$ cat config.mk
export PLATFORM = sky130hd
export DESIGN_NAME = binary_pixel_gen
export DESIGN_NICKNAME = d
export VERILOG_FILES = /design/src/rtl/binary_pixel_gen.sv
export SDC_FILE = /design/constraint.sdc
export NUM_CORES = 1
export LEC_CHECK = 0
export ABC_CLOCK_PERIOD_IN_PS = 5350
export CAP_MARGIN = 25
export CORE_MARGIN = 2
export CORE_UTILIZATION = 40
export DETAILED_ROUTE_END_ITERATION = 12
export GPL_ROUTABILITY_DRIVEN = 0
export SLEW_MARGIN = 20
export SYNTH_ARGS = -nofsm -noshare
export SYNTH_HDL_FRONTEND = slang
export SYNTH_SLANG_ARGS = --single-unit
$ cat constraint.sdc
create_clock -name CLK -period 5.35 [get_ports CLK]
set_input_delay 1.07 -clock CLK [delete_from_list [all_inputs] [get_ports CLK]]
set_output_delay 1.07 -clock CLK [all_outputs]
set_load 0.01 [all_outputs]
$ cat src/rtl/binary_pixel_gen.sv
// binary_pixel_gen: thresholds a grey VGA pixel stream into a binary marker
// stream with pixel coordinates, re-times HS/VS to match, and keeps per-frame
// white-pixel / frame statistics.
// Optional feature macro: RUN_FILTER_EN (horizontal opening of length MIN_RUN).
module binary_pixel_gen #(
    parameter int MIN_RUN = 3,
    parameter int WCNT_W  = 20
) (
    input  logic              CLK,
    input  logic              RST,
    input  logic              VGA_HS,
    input  logic              VGA_VS,
    input  logic [7:0]        i_GRAY,
    input  logic [7:0]        i_THRESH,
    output logic              o_VGA_HS,
    output logic              o_VGA_VS,
    output logic              BINARY_FLAG,
    output logic [15:0]       H_CNT,
    output logic [15:0]       V_CNT,
    output logic [WCNT_W-1:0] o_WHITE_CNT,
    output logic [15:0]       o_FRAME_CNT
);

    if (MIN_RUN < 2 || MIN_RUN > 8) begin : g_min_run_check
        $error("binary_pixel_gen: MIN_RUN must be within 2..8");
    end

`ifdef RUN_FILTER_EN
    localparam int unsigned LAT = 1 + 2 * (MIN_RUN - 1);
`else
    localparam int unsigned LAT = 1;
`endif

    typedef struct packed {
        logic        hs;
        logic        vs;
        logic        ok;   // pixel belongs to a frame that started after reset
        logic [15:0] h;
        logic [15:0] v;
    } side_t;

    logic [15:0] col;
    logic [15:0] row;
    logic        hs_prev;
    logic        hs_low_seen;
    logic        vs_low_seen;
    logic [15:0] hc;
    logic [15:0] vc;
    logic        raw;
    logic        bin_out;
    side_t       side_in;
    side_t       side_dly [LAT];

    // Column/row tracking. A row only advances on an HS fall once a full
    // HS low has been seen, so a line cut by reset is not counted.
    always_ff @(posedge CLK or posedge RST) begin
        if (RST) begin
            col         <= '0;
            row         <= '0;
            hs_prev     <= 1'b0;
            hs_low_seen <= 1'b0;
            vs_low_seen <= 1'b0;
        end else begin
            hs_prev     <= VGA_HS;
            hs_low_seen <= hs_low_seen | ~VGA_HS;
            vs_low_seen <= vs_low_seen | ~VGA_VS;
            if (!VGA_HS)
                col <= '0;
            else if (col != 16'hFFFF)
                col <= col + 16'd1;
            if (!VGA_VS)
                row <= '0;
            else if (hs_prev && !VGA_HS && hs_low_seen && row != 16'hFFFF)
                row <= row + 16'd1;
        end
    end

    // Current pixel coordinates, raw threshold bit and side-band bundle.
    always_comb begin
        hc         = VGA_HS ? col : '0;
        vc         = VGA_VS ? row : '0;
        raw        = VGA_HS & VGA_VS & (i_GRAY >= i_THRESH);
        side_in.hs = VGA_HS;
        side_in.vs = VGA_VS;
        side_in.ok = VGA_VS & vs_low_seen;
        side_in.h  = hc;
        side_in.v  = vc;
    end

    // Side-band delay line, same length as the binary path.
    always_ff @(posedge CLK or posedge RST) begin
        if (RST) begin
            for (int unsigned i = 0; i < LAT; i++) side_dly[i] <= '0;
        end else begin
            side_dly[0] <= side_in;
            for (int unsigned i = 1; i < LAT; i++) side_dly[i] <= side_dly[i-1];
        end
    end

`ifdef RUN_FILTER_EN
    localparam int unsigned RUN = MIN_RUN;
    localparam int unsigned WIN = 2 * RUN - 1;

    logic [WIN-1:0] hist;       // hist[0] is the newest registered raw bit
    logic [RUN-2:0] flag_pipe;
    logic           open_bit;
    logic           seg;

    // Opening for the pixel RUN-1 behind the newest: white if any length-RUN
    // window containing it is all white. Erode and dilate are folded into one
    // window over 2*RUN-1 samples; the tail pipe pads to the full latency.
    always_comb begin
        open_bit = 1'b0;
        seg      = 1'b0;
        for (int unsigned s = 0; s < RUN; s++) begin
            seg = 1'b1;
            for (int unsigned k = 0; k < RUN; k++) seg = seg & hist[s + k];
            open_bit = open_bit | seg;
        end
    end

    // Raw history and output alignment pipe.
    always_ff @(posedge CLK or posedge RST) begin
        if (RST) begin
            hist      <= '0;
            flag_pipe <= '0;
        end else begin
            hist         <= {hist[WIN-2:0], raw};
            flag_pipe[0] <= open_bit;
            for (int unsigned i = 1; i < RUN - 1; i++) flag_pipe[i] <= flag_pipe[i-1];
        end
    end

    assign bin_out = flag_pipe[RUN-2];
`else
    logic flag_q;

    // Unfiltered path: raw bit registered once.
    always_ff @(posedge CLK or posedge RST) begin
        if (RST) flag_q <= 1'b0;
        else     flag_q <= raw;
    end

    assign bin_out = flag_q;
`endif

    assign BINARY_FLAG = bin_out;
    assign o_VGA_HS    = side_dly[LAT-1].hs;
    assign o_VGA_VS    = side_dly[LAT-1].vs;
    assign H_CNT       = side_dly[LAT-1].h;
    assign V_CNT       = side_dly[LAT-1].v;

    logic              ok_prev;
    logic              frame_end;
    logic [WCNT_W-1:0] acc;
    logic [WCNT_W-1:0] acc_next;

    // Saturating white count including the current output pixel.
    always_comb begin
        frame_end = ok_prev & ~o_VGA_VS;
        acc_next  = (acc == '1) ? acc : acc + {{(WCNT_W-1){1'b0}}, bin_out};
    end

    // Frame statistics, updated on the falling edge of the delayed VS.
    always_ff @(posedge CLK or posedge RST) begin
        if (RST) begin
            ok_prev     <= 1'b0;
            acc         <= '0;
            o_WHITE_CNT <= '0;
            o_FRAME_CNT <= '0;
        end else begin
            ok_prev <= side_dly[LAT-1].ok;
            if (frame_end) begin
                o_WHITE_CNT <= acc_next;
                o_FRAME_CNT <= o_FRAME_CNT + 16'd1;
            end
            acc <= o_VGA_VS ? acc_next : '0;
        end
    end

endmodule

After elaboration in Yosys (flattened, before gate mapping)
Index checks and enable logic that the tools add are counted.
{ "word_totals": {"reg_bits": 127, "inputBits": 20, "out_inout_bits": 71, "wordCells": 45} }
{ "classes": {"addsub": 4, "order_cmp": 1, "n_eq_ne": 5, "n_mux": 8, "n_bitwise": 9, "reduce_logical": 4} }
{ "ops": {"columns": ["op", "n"], "rows": [
  ["$mux 16", 6],
  ["$add 16x1->16 const B", 3],
  ["$mux 20", 2],
  ["$ne 16x16->1 const B", 2],
  ["$add 20x1->20", 1],
  ["$eq 20x20->1 const B", 1],
  ["$ge 8x8->1", 1],
  ["$and 1x1->1", 4],
  ["$ne 2x1->1 const B", 2],
  ["$logic_and 1x1->1", 3],
  ["$not 1->1", 3],
  ["$or 1x1->1", 2],
  ["$logic_not 1->1", 1]
]} }

Depth between registers and ports, before layout
{ "depth": {"word_depth": 6, "ltp_mapped": 7} }

Least setup slack after synthesis
OpenSTA, ideal clock, no wires.
{ "synth_timing": {"kind": "input to register", "from": "in VGA_HS", "to": "reg row[10]", "arrival_ns": 2.098, "required_ns": 5.225, "path_slack_ns": 3.127, "path_stages": 5, "path_buffers": 0, "cell_sequence": "and3b_1 nand2_1 nor4_1 nand3_1 mux2_2"} }
{ "synth_between": {"elab_chain_len": 5} }
{ "synth_rtl": {"columns": ["element", "line_no", "text"], "rows": [
  ["start, declared", "11", "input logic VGA_HS,"],
  ["$logic_not 1->1", "73", "else if (hs_prev && !VGA_HS && hs_low_seen && row != 16'hFFFF)"],
  ["$logic_and 1x1->1 (3 in series)", "73", null],
  ["$ne 2x1->1 (no line)", null, null],
  ["end signal, assigned", "74", "row <= row + 16'd1;"],
  ["end, declared", "43", "logic [15:0] row;"]
]} }
Every way passes these cells.
A chain may end at the register's enable or synchronous reset.

Worst setup path in the final report
Ends and elaborated chain as after synthesis.

==> impl_metrics.py <==
metrics = {
    "clocking": {
        "clk_transition_reported_paths_ps": 50,
        "tritoncts": "yes",
        "postCtsHoldBufs": 0,
        "root_buffer": "clkbuf_16",
        "post-cts-setup-buffers": 0,
        "ctsResizeCount": 0,
        "cts_buffer_depth": 2,
        "htree_levels": 4,
        "cts_buffers": 17,
        "clock-sinks": 127,
        "clock_latency_ps": 420,
    },
    "global_route": {
        "gr-max-usage-layer": "met2",
        "grt_pass1_wl_um": 20100,
        "grt_max_degree": 49,
        "grt_use_met3": 0.0445,
        "grt_overflow": 0,
        "grt_pass1_vias": 4158,
        "antenna_found_initial": 0,
        "gr-usage-met2": 0.267,
        "met1_usage": 0.192,
        "track_usage": 0.159,
    },
    "setup_path": {
        "crit_arrival_ps": 3040,
        "cp.required_ps": 5650,
        "r2r_slack_ps": 3310,
        "criticalPathCategory": "in2reg",
        "critPathMaxStageDelay_ps": 550,
        "cp_max_fo": 28,
        "slowest_stage": "clkdlybuf4s50_1",
        "worstPathCellList": "clkdlybuf4s50_1 > buf_6 > and3b_1 > nand2_1 > nor4_1 > nand3_1 > mux2_2",
        "start_kind": "input port",
        "end_kind": "flop",
    },
    "pwr": {
        "powerDensity_nw_per_um2": 320,
        "p_leak_nw": 3.30,
        "ir_drop_v": 0.000225,
    },
    "run_status": {
        "status": "finished, final reports clean",
    },
    "final_layout": {
        "multi_input_area_um2": 2340,
        "ff_latch_area_um2": 3180,
        "diodes": 0,
        "final_common_cell": "dfrtp_1",
        "syn2layout_area_growth_pct": 25.2,
        "finalNetCount": 658,
        "most-common-layout-cells": "127 x dfrtp_1, 90 x clkdlybuf4s50_1, 55 x nand2_1",
        "nFillCells": 1312,
        "drive_above_1_share": 0.0815,
        "postLayoutCoreUtil": 0.509,
    },
    "timing": {
        "fin_crit_ps": 2740,
        "max_freq_mhz": 365,
        "drv_slew": 0,
        "worst_pin_slew_ps": 617,
        "setup_viol": 0,
        "tns_ps": 0,
        "rsz0062_at_grt": "no",
        "relSlewSlack": 0.588,
        "clock_skew_ps": 6.00,
        "finalHoldViolCount": 0,
        "finalCritPeriodShare": 0.511,
    },
    "floorplanning": {
        "ios": 91,
        "die_x_um": 125,
        "dieHeight_um": 125,
        "die_area_um2": 15700,
        "start_util": 0.407,
        "row_count": 44,
        "core_area_um2": 14500,
    },
    "synthesis": {
        "synth-main-ff-cell": "dfrtp_1",
        "synth_area_um2": 5890,
        "synth_cell_types": 48,
        "seq_area_frac_synth": 0.540,
        "avgSynthCellArea_um2": 10.5,
        "synth_top_area_cell": "dfrtp_1",
        "synth_top_area_frac": 0.540,
        "syn_inst": 560,
        "synth_nets": 593,
        "yosysWarnings": 0,
        "synthTopCellsByArea": "dfrtp_1 54%, and2_1 5.7%, buf_4 4.1%, xnor2_1 3.6%, nand2_1 3.5%",
        "async_flop_share": 1.00,
        "synth-edff-count": 0,
        "ys_ff_latch": 127,
    },
    "job": {
        "maxCapViolCount": 0,
    },
    "routing": {
        "wl_um": 11500,
        "via_per_inst": 4.94,
        "vias": 4061,
        "wl_per_cell_um": 14.0,
        "drt-pass1-iter-count": 4,
        "drc_errors": 0,
        "drt_iter0_markers": 245,
        "ant_nets": 0,
    },
    "placement": {
        "hpwlAfterDp_um": 7840,
        "io_buffers": 90,
    },
    "hold_path": {
        "min_path_type": "reg2reg",
    },
}
## Yosys cell counts (2+ instances only)
| library cell | instances |
|---|---|
| a31oi_1 | 4 |
| clkbuf_1 | 15 |
| nand3_1 | 23 |
| nor3_1 | 10 |
| mux2i_1 | 7 |
| a211oi_1 | 2 |
| nand4_1 | 17 |
| a21boi_0 | 4 |
| and3_1 | 9 |
| nand2_1 | 55 |
| ha_1 | 13 |
| o21ai_1 | 4 |
| nor4_2 | 2 |
| o31ai_1 | 4 |
| a21oi_1 | 10 |
| a21o_1 | 2 |
| nor4_1 | 4 |
| mux2_2 | 5 |
| buf_4 | 32 |
| nand4_2 | 2 |
| nand2b_1 | 7 |
| or4_1 | 2 |
| nor2b_1 | 7 |
| and2_1 | 54 |
| o21ai_0 | 23 |
| xor2_1 | 17 |
| nor2_1 | 33 |
| and4_1 | 6 |
| dfrtp_1 | 127 |
| inv_1 | 16 |
| o211ai_1 | 2 |
| a211o_1 | 2 |
| xnor2_1 | 24 |
| nand3_2 | 2 |
## registers in the layout, summed over array words and instances, names as in the netlist, 16 cells and up
register     cells
o_FRAME_CNT     16
o_WHITE_CNT     20
H_CNT           16
acc             20
col             16
row             16
V_CNT           16
## per-stage QoR
step	total power, mW	std cells	cell area, um^2	setup WS [ps]	hold slack (ps)
detailed placement	1.21	788	6740	1820	341
global placement	1.20	787	6720	1870	334
floorplan	1.12	560	5890	896	331
CTS	2.39	820	7350	2270	354
global route	2.46	822	7370	2330	361
finish	2.36	822	7370	2610	351
## metal layers
metal	part of all wire	up-vias
met2	0.50	90
met1	0.44	1952
met4	0.016	0
met5	0	-
li1	-	2007
met3	0.045	12
## path summary, 6_finish.rpt
| check | depth (start not counted) | to | startpoint |
|---|---|---|---|
| worst min register to register | 0 | ok_prev | side_dly[32] |
| max in group asynchronous | 3 | o_FRAME_CNT[3] | RST |
| worst min-delay path | 0 | ok_prev | side_dly[32] |
| min in group asynchronous | 2 | V_CNT[1] | RST |
| worst max register to register | 6 | col[9] | col[0] |
| worst max-delay path | 7 | row[10] | VGA_HS |
## area by class of cell
class,instances,share of cell area
Clock buffer,22,0.0643
Clock inverter,10,0.0183
Inverter,16,0.00848
Multi-Input combinational cell,368,0.317
Sequential cell,127,0.431
Tap cell,184,0.0312
Timing Repair Buffer,95,0.130
## worst max-delay path, delay by kind of cell
family / cells / cell delay [ps]
AND/OR/NAND/NOR: 4 / 890
buffers and inverters: 2 / 790
multiplexers: 1 / 280
## power by group
part / internal, mW / total [mW] / leakage (nW) / switching [mW]
clock: 0.766 / 1.17 / 0.288 / 0.408
sequential: 0.988 / 1.02 / 1.74 / 0.0288
combinational: 0.0843 / 0.170 / 1.28 / 0.0853
total: 1.84 / 2.36 / 3.30 / 0.522
## cell families (layout without fill, tap and decap cells)
family / after synthesis / after routing / share of synthesized area
muxes: 12 / 12 / 0.0215
AOI/OAI and AO/OA: 60 / 60 / 0.0610
DFF: 127 / 127 / 0.540
adders and majority gates: 13 / 13 / 0.0276
buffers and inverters: 65 / 143 / 0.0633
xor gates and xnor gates: 41 / 41 / 0.0610
and+or+nand+nor: 242 / 242 / 0.226
No activity file was read; power rests on OpenSTA's default activity.
